`src/rtl/divider_pkg.sv`:
```
// Purpose: shared types and helpers for the sequential restoring divider.
// Latency: n/a (declarations only).
// Backpressure: n/a (declarations only).
package divider_pkg;

    // Controller states: waiting for a request, iterating, presenting results.
    typedef enum logic [1:0] {
        IDLE = 2'd0,
        CALC = 2'd1,
        DONE = 2'd2
    } state_t;

    // Iteration counter width for a given operand width. The counter must be
    // able to hold values up to WIDTH.
    function automatic int cnt_w(input int width);
        return $clog2(width + 1);
    endfunction

endpackage

```
`src/rtl/addsub_stage.sv`:
```
// Purpose: W-bit ripple add/subtract; mode=1 computes a - b as a + ~b + 1.
// Latency: combinational, zero cycles.
// Backpressure: none; pure function of its inputs.
//
// Ports:
//   a, b  - operands
//   mode  - 0 = add, 1 = subtract
//   sum   - result (a+b or a-b, modulo 2^W)
//   cout  - carry out; in subtract mode 1 means no borrow (a >= b)
module addsub_stage #(
    parameter int W = 5
) (
    input  logic [W-1:0] a,
    input  logic [W-1:0] b,
    input  logic         mode,
    output logic [W-1:0] sum,
    output logic         cout
);

    logic [W:0]   carry;
    logic [W-1:0] b_eff;

    always_comb begin
        carry    = '0;
        sum      = '0;
        b_eff    = b ^ {W{mode}};
        carry[0] = mode;
        for (int i = 0; i < W; i++) begin
            sum[i]     = a[i] ^ b_eff[i] ^ carry[i];
            carry[i+1] = (a[i] & b_eff[i]) | (carry[i] & (a[i] ^ b_eff[i]));
        end
        cout = carry[W];
    end

endmodule

```
`src/rtl/seq_restoring_divider.sv`:
```
// Purpose: multi-cycle unsigned restoring divider, one quotient bit per cycle.
// Latency: done WIDTH+1 cycles after the start edge; 1 cycle for divide-by-zero.
// Backpressure: start is only sampled while not busy; start during CALC is dropped.
//
// Ports:
//   clk, rst_n            - clock (rising edge), async active-low reset
//   start                 - request, accepted in IDLE or in the DONE cycle
//   dividend, divisor     - operands, sampled with an accepted start
//   busy                  - high while iterating
//   done                  - one-cycle pulse, results valid in that cycle
//   quotient, remainder   - results, held until overwritten by the next result
//   div_by_zero           - qualifies the results; cleared on every accepted start
module seq_restoring_divider
    import divider_pkg::*;
#(
    parameter int WIDTH = 4
) (
    input  logic             clk,
    input  logic             rst_n,
    input  logic             start,
    input  logic [WIDTH-1:0] dividend,
    input  logic [WIDTH-1:0] divisor,
    output logic             busy,
    output logic             done,
    output logic [WIDTH-1:0] quotient,
    output logic [WIDTH-1:0] remainder,
    output logic             div_by_zero
);

    localparam int CNT_W = cnt_w(WIDTH);
    localparam logic [CNT_W-1:0] LAST_STEP = CNT_W'(WIDTH - 1);

    state_t           state;
    logic [CNT_W-1:0] cnt;
    logic [WIDTH:0]   r;      // partial remainder
    logic [WIDTH-1:0] q;      // working quotient, starts as the dividend
    logic [WIDTH-1:0] dvsr;   // latched divisor

    logic [WIDTH:0]   r_shift;
    logic [WIDTH:0]   diff;
    logic             no_borrow;
    logic [WIDTH:0]   r_next;
    logic [WIDTH-1:0] q_next;

    // The partial remainder never exceeds the divisor, so its top bit is
    // always zero after a step; it is kept only to mirror the datapath width.
    logic unused_r_msb;
    assign unused_r_msb = r[WIDTH];

    // One restoring step: shift the next dividend bit into r, trial-subtract.
    assign r_shift = {r[WIDTH-1:0], q[WIDTH-1]};

    addsub_stage #(
        .W (WIDTH + 1)
    ) u_sub (
        .a    (r_shift),
        .b    ({1'b0, dvsr}),
        .mode (1'b1),
        .sum  (diff),
        .cout (no_borrow)
    );

    assign r_next = no_borrow ? diff : r_shift;
    assign q_next = {q[WIDTH-2:0], no_borrow};

    always_ff @(posedge clk or negedge rst_n) begin
        if (!rst_n) begin
            state       <= IDLE;
            cnt         <= '0;
            r           <= '0;
            q           <= '0;
            dvsr        <= '0;
            busy        <= 1'b0;
            done        <= 1'b0;
            quotient    <= '0;
            remainder   <= '0;
            div_by_zero <= 1'b0;
        end else begin
            done <= 1'b0;
            case (state)
                // DONE shares the accept path so a start in the done cycle
                // relaunches without an idle gap.
                IDLE, DONE: begin
                    busy  <= 1'b0;
                    state <= IDLE;
                    if (start) begin
                        div_by_zero <= 1'b0;
                        if (divisor == '0) begin
                            state       <= DONE;
                            done        <= 1'b1;
                            quotient    <= '1;
                            remainder   <= dividend;
                            div_by_zero <= 1'b1;
                        end else begin
                            state <= CALC;
                            busy  <= 1'b1;
                            cnt   <= '0;
                            r     <= '0;
                            q     <= dividend;
                            dvsr  <= divisor;
                        end
                    end
                end
                CALC: begin
                    r   <= r_next;
                    q   <= q_next;
                    cnt <= cnt + CNT_W'(1);
                    if (cnt == LAST_STEP) begin
                        state     <= DONE;
                        busy      <= 1'b0;
                        done      <= 1'b1;
                        quotient  <= q_next;
                        remainder <= r_next[WIDTH-1:0];
                    end
                end
                default: begin
                    state <= IDLE;
                    busy  <= 1'b0;
                end
            endcase
        end
    end

endmodule
```
`config.mk`:
```
export PLATFORM = sky130hd
export DESIGN_NAME = seq_restoring_divider
export DESIGN_NICKNAME = d
export VERILOG_FILES = /design/src/rtl/divider_pkg.sv /design/src/rtl/addsub_stage.sv /design/src/rtl/seq_restoring_divider.sv
export SDC_FILE = /design/constraint.sdc
export NUM_CORES = 1
export LEC_CHECK = 0
export ABC_AREA = 1
export ABC_CLOCK_PERIOD_IN_PS = 6600
export CORE_ASPECT_RATIO = 0.8
export CORE_UTILIZATION = 50
export DETAILED_ROUTE_END_ITERATION = 6
export DONT_BUFFER_PORTS = 1
export GPL_ROUTABILITY_DRIVEN = 0
export SYNTH_ARGS = -nofsm -noshare
export SYNTH_HDL_FRONTEND = slang
export SYNTH_HIERARCHICAL = 1
export SYNTH_SLANG_ARGS = --single-unit
```
`constraint.sdc`:
```
create_clock -name clk -period 6.6 [get_ports clk]
set_clock_uncertainty 0.15 [all_clocks]
set_input_delay 1.32 -clock clk [delete_from_list [all_inputs] [get_ports clk]]
set_output_delay 1.32 -clock clk [all_outputs]
set_load 0.005 [all_outputs]
```
==> reports/metrics.cfg, run 1 <==
[run_status]
status = finished clean

[worst_setup_path]
r2r_setup_slack_ns = 3.75
reg2reg_from = q[3]
worst_r2r_path_depth = 15
rr_endpoint = remainder[2]
cp_max_fo = 6
worstPathArrival_ns = 2.87
critPathCaptureType = flip-flop
crit_path_start_kind = flip-flop
required_ns = 6.62
worstSetupPathType = flip-flop to flip-flop

[floorplanning]
io_pins = 22
die_area_um2 = 3280
die_width_um = 63.8
coreArea_um2 = 2830
fp.dieH_um = 51.4
rows = 17
start_util_pct = 54.0

[route]
dr.pass1.iters = 4
drt_wl_total_um = 2800
drt-initial-drc-count = 48
vias = 1152
post_drt_via_cell_ratio = 5.03
wire_per_inst_um = 12.2
antenna_left = 0
drc = 0

[clock_tree]
clockBufferDepth = 2
cts-root-buf = clkbuf_8
post_cts_resized = 0
cts_htree_levels = 1
clock_sinks = 28
clkTransAtPathRegs_ns = 0.09
numCtsBuffers = 3
cts_tree = done
clk_latency_ns = 0.27
post_cts_buffers = 0
ctsHoldBuffers = 0

[yosys]
synth_seq_cells = 28
syn-cell-area_um2 = 1530
synth_cell_types = 23
yosysWarningCount = 6
ys_seq_area_share_pct = 45.9
syn_area_per_cell_um2 = 7.99
synth.area.top_cells = dfrtp_1 (46%), nand2_1 (23%), nand3_1 (6.2%), fa_1 (5.2%), inv_1 (3.9%)
synth_area_leader_cell = dfrtp_1
syn_inst = 191
synth_top_area_share_pct = 45.9
synthesis.nets = 208

[sta]
fin_crit_ns = 2.85
rsz0062_at_grt = no
fin_ws_ns = 3.75
holdWs_ns = 0.351
slew_viol_final = 0
setup_viol = 0
fmax_mhz = 351
tns_ns = 0
hold_viol = 0
finalCritPeriodShare_pct = 43.2

[place]
pre_cts_ws_ns = 3.77
dpl_cell_area_um2 = 1540
place.detailed.hpwl_um = 2090
port_buffers = 0

[power_and_ir_drop]
leakage_nw = 0.895
ir_drop_uv = 272
powerDensity_nw_per_um2 = 488

[hold_path]
hp-class = flip-flop to flip-flop
worstHoldPathCells = 2
worstHoldStart = dvsr[3]
hold_end = dvsr[3]

[cells_and_area]
area_growth_syn_to_layout_pct = 5.66
num_antenna_cells = 0
fill_cells = 268
drive_gt1_share_pct = 7.33
fin_area_um2 = 1610
nNetsFinal = 209
register_area_um2 = 701
multi_input_area_um2 = 723

[job]
maxCapViolCount = 0

[global_route]
overflow = 0
first_global_vias = 1093
grtUsageTotal_pct = 19.6
grt_pass1_wl_um = 4810
grt_max_degree = 29
antenna_found_initial = 0

[worst max-delay path, stage by stage (launching register included)]
cell and delay [ns]:
dfrtp_1 0.43, inv_1 0.09, o21ai_0 0.21, fa_1 0.21
inv_1 0.05, fa_1 0.37, fa_1 0.38, inv_1 0.08
fa_1 0.26, inv_1 0.13, nand2_1 0.09, nand2_1 0.06
nand2_1 0.08, nand2_1 0.06, nand2_1 0.05, nand2_1 0.05
[cells in the final DEF (no fill, tap or decap)]
cell | Yosys | final
nand2_1 | 92 | 92
dfrtp_1 | 28 | 28
nand3_1 | 19 | 19
inv_1 | 16 | 16
o21ai_0 | 6 | 6
fa_1 | 4 | 4
nand2_4 | 3 | 3
clkbuf_8 | 0 | 3
nor2_2 | 2 | 2
ha_1 | 2 | 2
conb_1 | 2 | 2
xnor2_1 | 2 | 2
xor2_1 | 2 | 2
nor2_4 | 1 | 1
nand3_4 | 1 | 1
nand2_2 | 1 | 1
inv_4 | 1 | 1
o21a_1 | 1 | 1
or2_1 | 1 | 1
or2_0 | 1 | 1
nor2_1 | 1 | 1
bufinv_16 | 0 | 1
inv_2 | 1 | 1
[per-layer routing]
layer / global-route usage, % / part of all wire [%] / vias to the layer above
li1: - / - / 582
met1: 24.6 / 48 / 552
met2: 35.3 / 47 / 18
met3: 4.91 / 4.2 / 0
met4: 2.27 / 0 / 0
met5: 0 / 0 / -
[where the power goes]
group	internal [mW]	switching, mW	total, mW
combinational	0.126	0.224	0.350
sequential	0.249	0.0567	0.306
clock	0.0811	0.0508	0.132
total	0.457	0.331	0.788
[stage by stage]
| stage | power (mW) | std cells | util (%) |
|---|---|---|---|
| after global routing | 0.873 | 229 | 57.0 |
| after global placement | 0.647 | 225 | 54.5 |
| final | 0.788 | 229 | 57.0 |
| after CTS | 0.798 | 229 | 57.0 |
| after floorplan | 0.589 | 191 | - |
| after detailed placement | 0.661 | 225 | 54.5 |
[registers in the layout, summed over array words and instances (netlist names)]
name         flops
dvsr             4
q                4
quotient         4
r                4
remainder        4
cnt              3
state            2
busy             1
div_by_zero      1
done             1
[logic make-up after synthesis]
kind of cell | count (synthesis) | synth area share, %
compound gates | 7 | 2.46
xor+xnor | 4 | 2.30
fa+ha+maj | 6 | 6.89
buf+inv | 22 | 6.72
flops | 28 | 45.9
other cells | 2 | 0.492
simple gates | 122 | 35.2
[cell type report]
cell class | count | area share (%)
clock buffer | 3 | 2.56
inverter | 18 | 4.34
multi-input combinational | 141 | 44.8
sequential | 28 | 43.4
tap | 38 | 2.95
clock inverter | 1 | 1.86
[synthesized netlist by cell type (all sizes together)]
library cell  instances
nand2                96
dfrtp                28
nand3                20
inv                  18
o21ai                 6
buf                   4
fa                    4
nor2                  4
conb                  2
ha                    2
or2                   2
xnor2                 2
xor2                  2
o21a                  1
[worst max path at each step]
stage / to / from / slack (ns)
5_1_grt: remainder[2] / q[3] / 3.55
3_5_place_dp: remainder[1] / q[3] / 3.77
3_3_place_gp: remainder[0] / q[3] / 3.93
2_1_floorplan: remainder[0] / q[3] / 4.09
6_report: remainder[2] / q[3] / 3.75
4_1_cts: remainder[2] / q[3] / 3.75
Power figures use the tool's default switching activity.
==> inputs of run 2 (changes only) <==
--- a/config.mk
+++ b/config.mk
@@ -6,7 +6,7 @@
 export NUM_CORES = 1
 export LEC_CHECK = 0
 export ABC_AREA = 1
-export ABC_CLOCK_PERIOD_IN_PS = 6600
+export ABC_CLOCK_PERIOD_IN_PS = 2900
 export CORE_ASPECT_RATIO = 0.8
 export CORE_UTILIZATION = 50
 export DETAILED_ROUTE_END_ITERATION = 6
==> constraint.sdc (replaced) <==
create_clock -name clk -period 2.9 [get_ports clk]
set_clock_uncertainty 0.15 [all_clocks]
set_input_delay 0.58 -clock clk [delete_from_list [all_inputs] [get_ports clk]]
set_output_delay 0.58 -clock clk [all_outputs]
set_load 0.005 [all_outputs]
==> run 2 against run 1 <==
Compared with the run above:
- non-clock buffer count increased by 2
- highest routed layer unchanged
- register-to-register slack got worse by 3.6 ns
- first-iteration DRC count increased by 8.3%
- sequential power increased by 130%
- combinational power increased by 130%
- largest cell class unchanged
- hold slack got worse by 0.086 ns
- sequential cell count unchanged
- cell area increased by 2.1%
- clock power increased by 130%
- global-route usage unchanged
==> reports/metrics.cfg, run 2 (synthesis results as in run 1) <==
[run_status]
status = finished clean

[route]
vias = 1164
drt_wl_total_um = 2820
dr.pass1.iters = 4
drc = 0
drt-initial-drc-count = 52
wire_per_inst_um = 12.2
antenna_left = 0
post_drt_via_cell_ratio = 5.04

[global_route]
overflow = 0
grtUsageTotal_pct = 19.6
antenna_found_initial = 0
grt_pass1_wl_um = 4810
first_global_vias = 1093
grt_max_degree = 29

[hold_path]
hp-class = input port to flip-flop
worstHoldPathCells = 2

[clock_tree]
clockBufferDepth = 2
cts-root-buf = clkbuf_8
numCtsBuffers = 3
clk_latency_ns = 0.27
post_cts_buffers = 0
clock_sinks = 28
cts_htree_levels = 1
cts_tree = done
clkTransAtPathRegs_ns = 0.10

[floorplanning]
io_pins = 22
die_area_um2 = 3280
fp.dieH_um = 51.4
coreArea_um2 = 2830
die_width_um = 63.8
start_util_pct = 54.0
rows = 17

[cells_and_area]
layout_commonest_cell = nand2_1
area_growth_syn_to_layout_pct = 7.87
num_antenna_cells = 0
final_cell_mix = nand2_1 (92), dfrtp_1 (27), nand3_1 (19)
fin_util_pct = 58.2
nNetsFinal = 211
layoutNonFillerInstCount = 231
fin_area_um2 = 1650
drive_gt1_share_pct = 8.81

[power_and_ir_drop]
comb_power_share_pct = 44.8
swShare_pct = 42.3
power.internal_mw = 1.05
ir_drop_uv = 620
leakage_nw = 0.906
p_sw_mw = 0.767
powerDensity_nw_per_um2 = 1100
power_mw = 1.81
p_seq_share_pct = 38.5
pwr-share-clk_pct = 16.7

[sta]
finalCritPeriodShare_pct = 94.3
rsz0062_at_grt = no
holdWs_ns = 0.266
setup_viol = 0
hold_viol = 0
tns_ns = 0
fin_ws_ns = 0.165
fin_crit_ns = 2.73
slew_viol_final = 0
fmax_mhz = 366

[worst_setup_path]
crit_path_start_kind = flip-flop
critPathCaptureType = flip-flop
worstSetupPathType = flip-flop to flip-flop
cp_max_fo = 6
required_ns = 2.92
worstPathArrival_ns = 2.75
worst_r2r_path_depth = 16

[place]
dp_cells = 225
place.detailed.hpwl_um = 2090
pre_cts_ws_ns = 0.0689
dpl_cell_area_um2 = 1540
port_buffers = 0

[job]
maxCapViolCount = 0

run 2: cell count changes in the layout (fill, tap and decap cells not counted), sizes merged:
cell,change
buf,+1
dlygate4sd3,+1
run 2: final timing paths:
| check | from | end | slack (ns) |
|---|---|---|---|
| min in group asynchronous | rst_n | dvsr[0] | 0.57 |
| max reg2reg | dvsr[0] | remainder[2] | 0.17 |
| min | divisor[3] | dvsr[3] | 0.27 |
| max | dvsr[0] | remainder[2] | 0.17 |
| min reg2reg | dvsr[3] | dvsr[3] | 0.35 |
| max in group asynchronous | rst_n | q[3] | 1.85 |
run 2: routing by layer:
metal	routed length, um	GRT usage, %
met1	1350	24.6
met2	1330	35.3
met3	138	4.91
met4	0	2.27
met5	0	0
run 2: layout make-up:
type,count,area [um2]
Multi-Input combinational cell,141,726
Inverter,18,70.1
Tap cell,38,47.5
Clock buffer,3,41.3
Timing Repair Buffer,2,30.0
Sequential cell,28,702
Clock inverter,1,30.0
Fill cell,264,1180
run 2: worst max-delay path, stage by stage, from the launching register on:
cell and delay [ns]:
dfrtp_1 0.42, inv_1 0.09, nand2_1 0.07, o21ai_1 0.10, fa_1 0.19, inv_1 0.05, fa_1 0.37, fa_1 0.38
inv_1 0.09, fa_2 0.24, inv_1 0.11, nand2_1 0.08, nand2_1 0.06, nand2_1 0.08, nand2_1 0.06, nand2_1 0.05
nand2_1 0.06
run 2: power groups by stage:
| stage | clock (mW) | combinational, mW | sequential (mW) |
|---|---|---|---|
| 2_1_floorplan | 0 | 0.668 | 0.673 |
| 3_3_place_gp | 0 | 0.776 | 0.697 |
| 3_5_place_dp | 0 | 0.797 | 0.707 |
| 4_1_cts | 0.312 | 0.817 | 0.698 |
| 5_1_grt | 0.324 | 0.961 | 0.721 |
| 6_report | 0.302 | 0.812 | 0.699 |
run 2: repair_timing:
item,4_1_cts,5_1_grt
hold buffers,2,0
endpoints found under the setup margin,0,7
hold endpoints to repair,28,0
gates resized for setup,0,3
==> inputs of run 3 (changes only) <==
--- a/config.mk
+++ b/config.mk
@@ -7,7 +7,7 @@
 export LEC_CHECK = 0
 export ABC_AREA = 1
 export ABC_CLOCK_PERIOD_IN_PS = 2900
-export CORE_ASPECT_RATIO = 0.8
+export CORE_ASPECT_RATIO = 0.75
 export CORE_UTILIZATION = 50
 export DETAILED_ROUTE_END_ITERATION = 6
 export DONT_BUFFER_PORTS = 1
==> run 3 against run 2 <==
Compared with the run above:
- sequential cell count is the same
- cell count unchanged
- routed wire length up 7.3%
- maximum frequency increased by 0.15%
- sequential share of layout area rose by 0.054 points
- clock power is 31% lower
- power fell by 1.9%
- die area is essentially flat
- hold slack lost 0.0025 ns
- critical path depth down 5
- utilization rose by 1.6 points
- sequential power hardly changed
==> reports/metrics.cfg, run 3 (synthesis results as in run 1) <==
[run_status]
status = finished clean

[clock_tree]
clk_latency_ns = 0.28
numCtsBuffers = 3
cts_htree_levels = 1
clock_sinks = 28
cts-root-buf = clkbuf_8
cts_tree = done
clockBufferDepth = 2
clkTransAtPathRegs_ns = 0.09

[power_and_ir_drop]
comb_power_share_pct = 49.1
p_sw_mw = 0.789
swShare_pct = 44.4
leakage_nw = 0.907
ir_drop_uv = 496
p_seq_share_pct = 39.3
pwr-share-clk_pct = 11.7
power.internal_mw = 0.989
powerDensity_nw_per_um2 = 1080
power_mw = 1.78

[cells_and_area]
num_antenna_cells = 0
drive_gt1_share_pct = 11.3
layout_commonest_cell = nand2_1
fin_area_um2 = 1640
fill_cells = 245
final_cell_mix = nand2_1 (92), dfrtp_1 (28), nand3_1 (19)
register_area_um2 = 701
multi_input_area_um2 = 732
nNetsFinal = 214
area_growth_syn_to_layout_pct = 7.54

[worst_setup_path]
cp_max_fo = 6
worst_r2r_path_depth = 11
critPathCaptureType = flip-flop
worstSetupPathType = flip-flop to flip-flop
cp_slowest_cell = dfrtp_1
cp_cell_sequence = xor2_1 > fa_2 > inv_1 > fa_1 > fa_1 > inv_1 > fa_2 > inv_2 > o21ai_0 > nand2_1 > nand2_1
reg2reg_from = dvsr[1]
slowest_delay_ns = 0.40
worstPathArrival_ns = 2.79
rr_endpoint = q[0]
r2r_setup_slack_ns = 0.17
crit_path_start_kind = flip-flop
required_ns = 2.96

[route]
post_drt_via_cell_ratio = 5.02
drc = 0
drt_wl_total_um = 3030
wire_per_inst_um = 13.1
dr.pass1.iters = 4
drt-initial-drc-count = 62
antenna_left = 0
vias = 1160

[sta]
fmax_mhz = 366
tns_ns = 0
slew_viol_final = 0
setup_viol = 0
fin_ws_ns = 0.169
finalCritPeriodShare_pct = 94.2
fin_crit_ns = 2.73
hold_viol = 0

[job]
maxCapViolCount = 0

[hold_path]
worstHoldStart = divisor[3]
hp-class = input port to flip-flop
hold_end = dvsr[3]
worstHoldPathCells = 2

[global_route]
busiest_layer = met2
met3_usage_pct = 5.79
grtUsageMet2_pct = 35.5
grtUsageTotal_pct = 22.1
met1_usage_pct = 30.0
antenna_found_initial = 0
first_global_vias = 1161
grt_pass1_wl_um = 5400
grt_max_degree = 29
overflow = 0

[place]
dpl_cell_area_um2 = 1540
port_buffers = 0
pre_cts_ws_ns = 0.0783
place.detailed.hpwl_um = 2170

[floorplanning]
die_area_um2 = 3280
io_pins = 22
start_util_pct = 55.7
rows = 16
fp.dieH_um = 49.9
coreArea_um2 = 2740
die_width_um = 65.8

==> run 3: metrics by stage <==
stage	utilization, %	hold WS (ns)	cells
6_report	59.9	0.263	231
5_1_grt	59.9	0.262	231
4_1_cts	58.7	0.257	228
3_5_place_dp	56.1	0.135	223
3_3_place_gp	56.1	0.135	223
2_1_floorplan	-	0.134	191
==> run 3: layout make-up <==
class,count,share of cell area (%)
clock buffer,3,2.52
sequential,28,42.7
inverter,18,4.27
multi-input combinational,141,44.6
timing repair buffer,5,3.20
tap,36,2.74
==> run 3: worst max-delay path by stage <==
| stage | from | to | slack [ns] |
|---|---|---|---|
| finish | dvsr[1] | q[0] | 0.17 |
| global route | dvsr[0] | remainder[1] | -0.008 |
| CTS | q[3] | q[0] | 0.07 |
| detailed placement | q[3] | remainder[0] | 0.08 |
| global placement | q[3] | remainder[1] | 0.24 |
| floorplan | q[3] | remainder[0] | 0.39 |
==> run 3: power groups by stage <==
stage          Clock [mW]  Sequential, mW  Combinational (mW)
2_1_floorplan           0           0.673               0.668
3_3_place_gp            0           0.698               0.782
3_5_place_dp            0           0.706               0.809
4_1_cts             0.220           0.698               0.825
5_1_grt             0.229           0.717                1.03
6_report            0.208           0.698               0.873
==> run 3: critical path: cells and delay by family, from the launching register on <==
family	cells	cell delay, ns
buffers and inverters	3	0.22
XOR/XNOR	1	0.22
adder cells (fa/ha/maj)	4	1.28
AO/OA/AOI/OAI	1	0.22
flip-flops	1	0.40
AND/OR/NAND/NOR	2	0.17
==> run 3: timing repair <==
action | in CTS | in global routing
endpoints found under the setup margin | 0 | 9
endpoints found under the hold margin | 28 | 0
hold buffers | 2 | 0
gates resized for setup | 0 | 6
buffers inserted | 0 | 3
==> run 3: layer usage <==
| metal | routed length (um) | share of wire (%) | vias to the layer above |
|---|---|---|---|
| li1 | - | - | 590 |
| met1 | 1460 | 48 | 547 |
| met4 | 24 | 0.79 | 0 |
| met3 | 100 | 3.3 | 5 |
| met5 | 0 | 0 | - |
| met2 | 1440 | 48 | 18 |
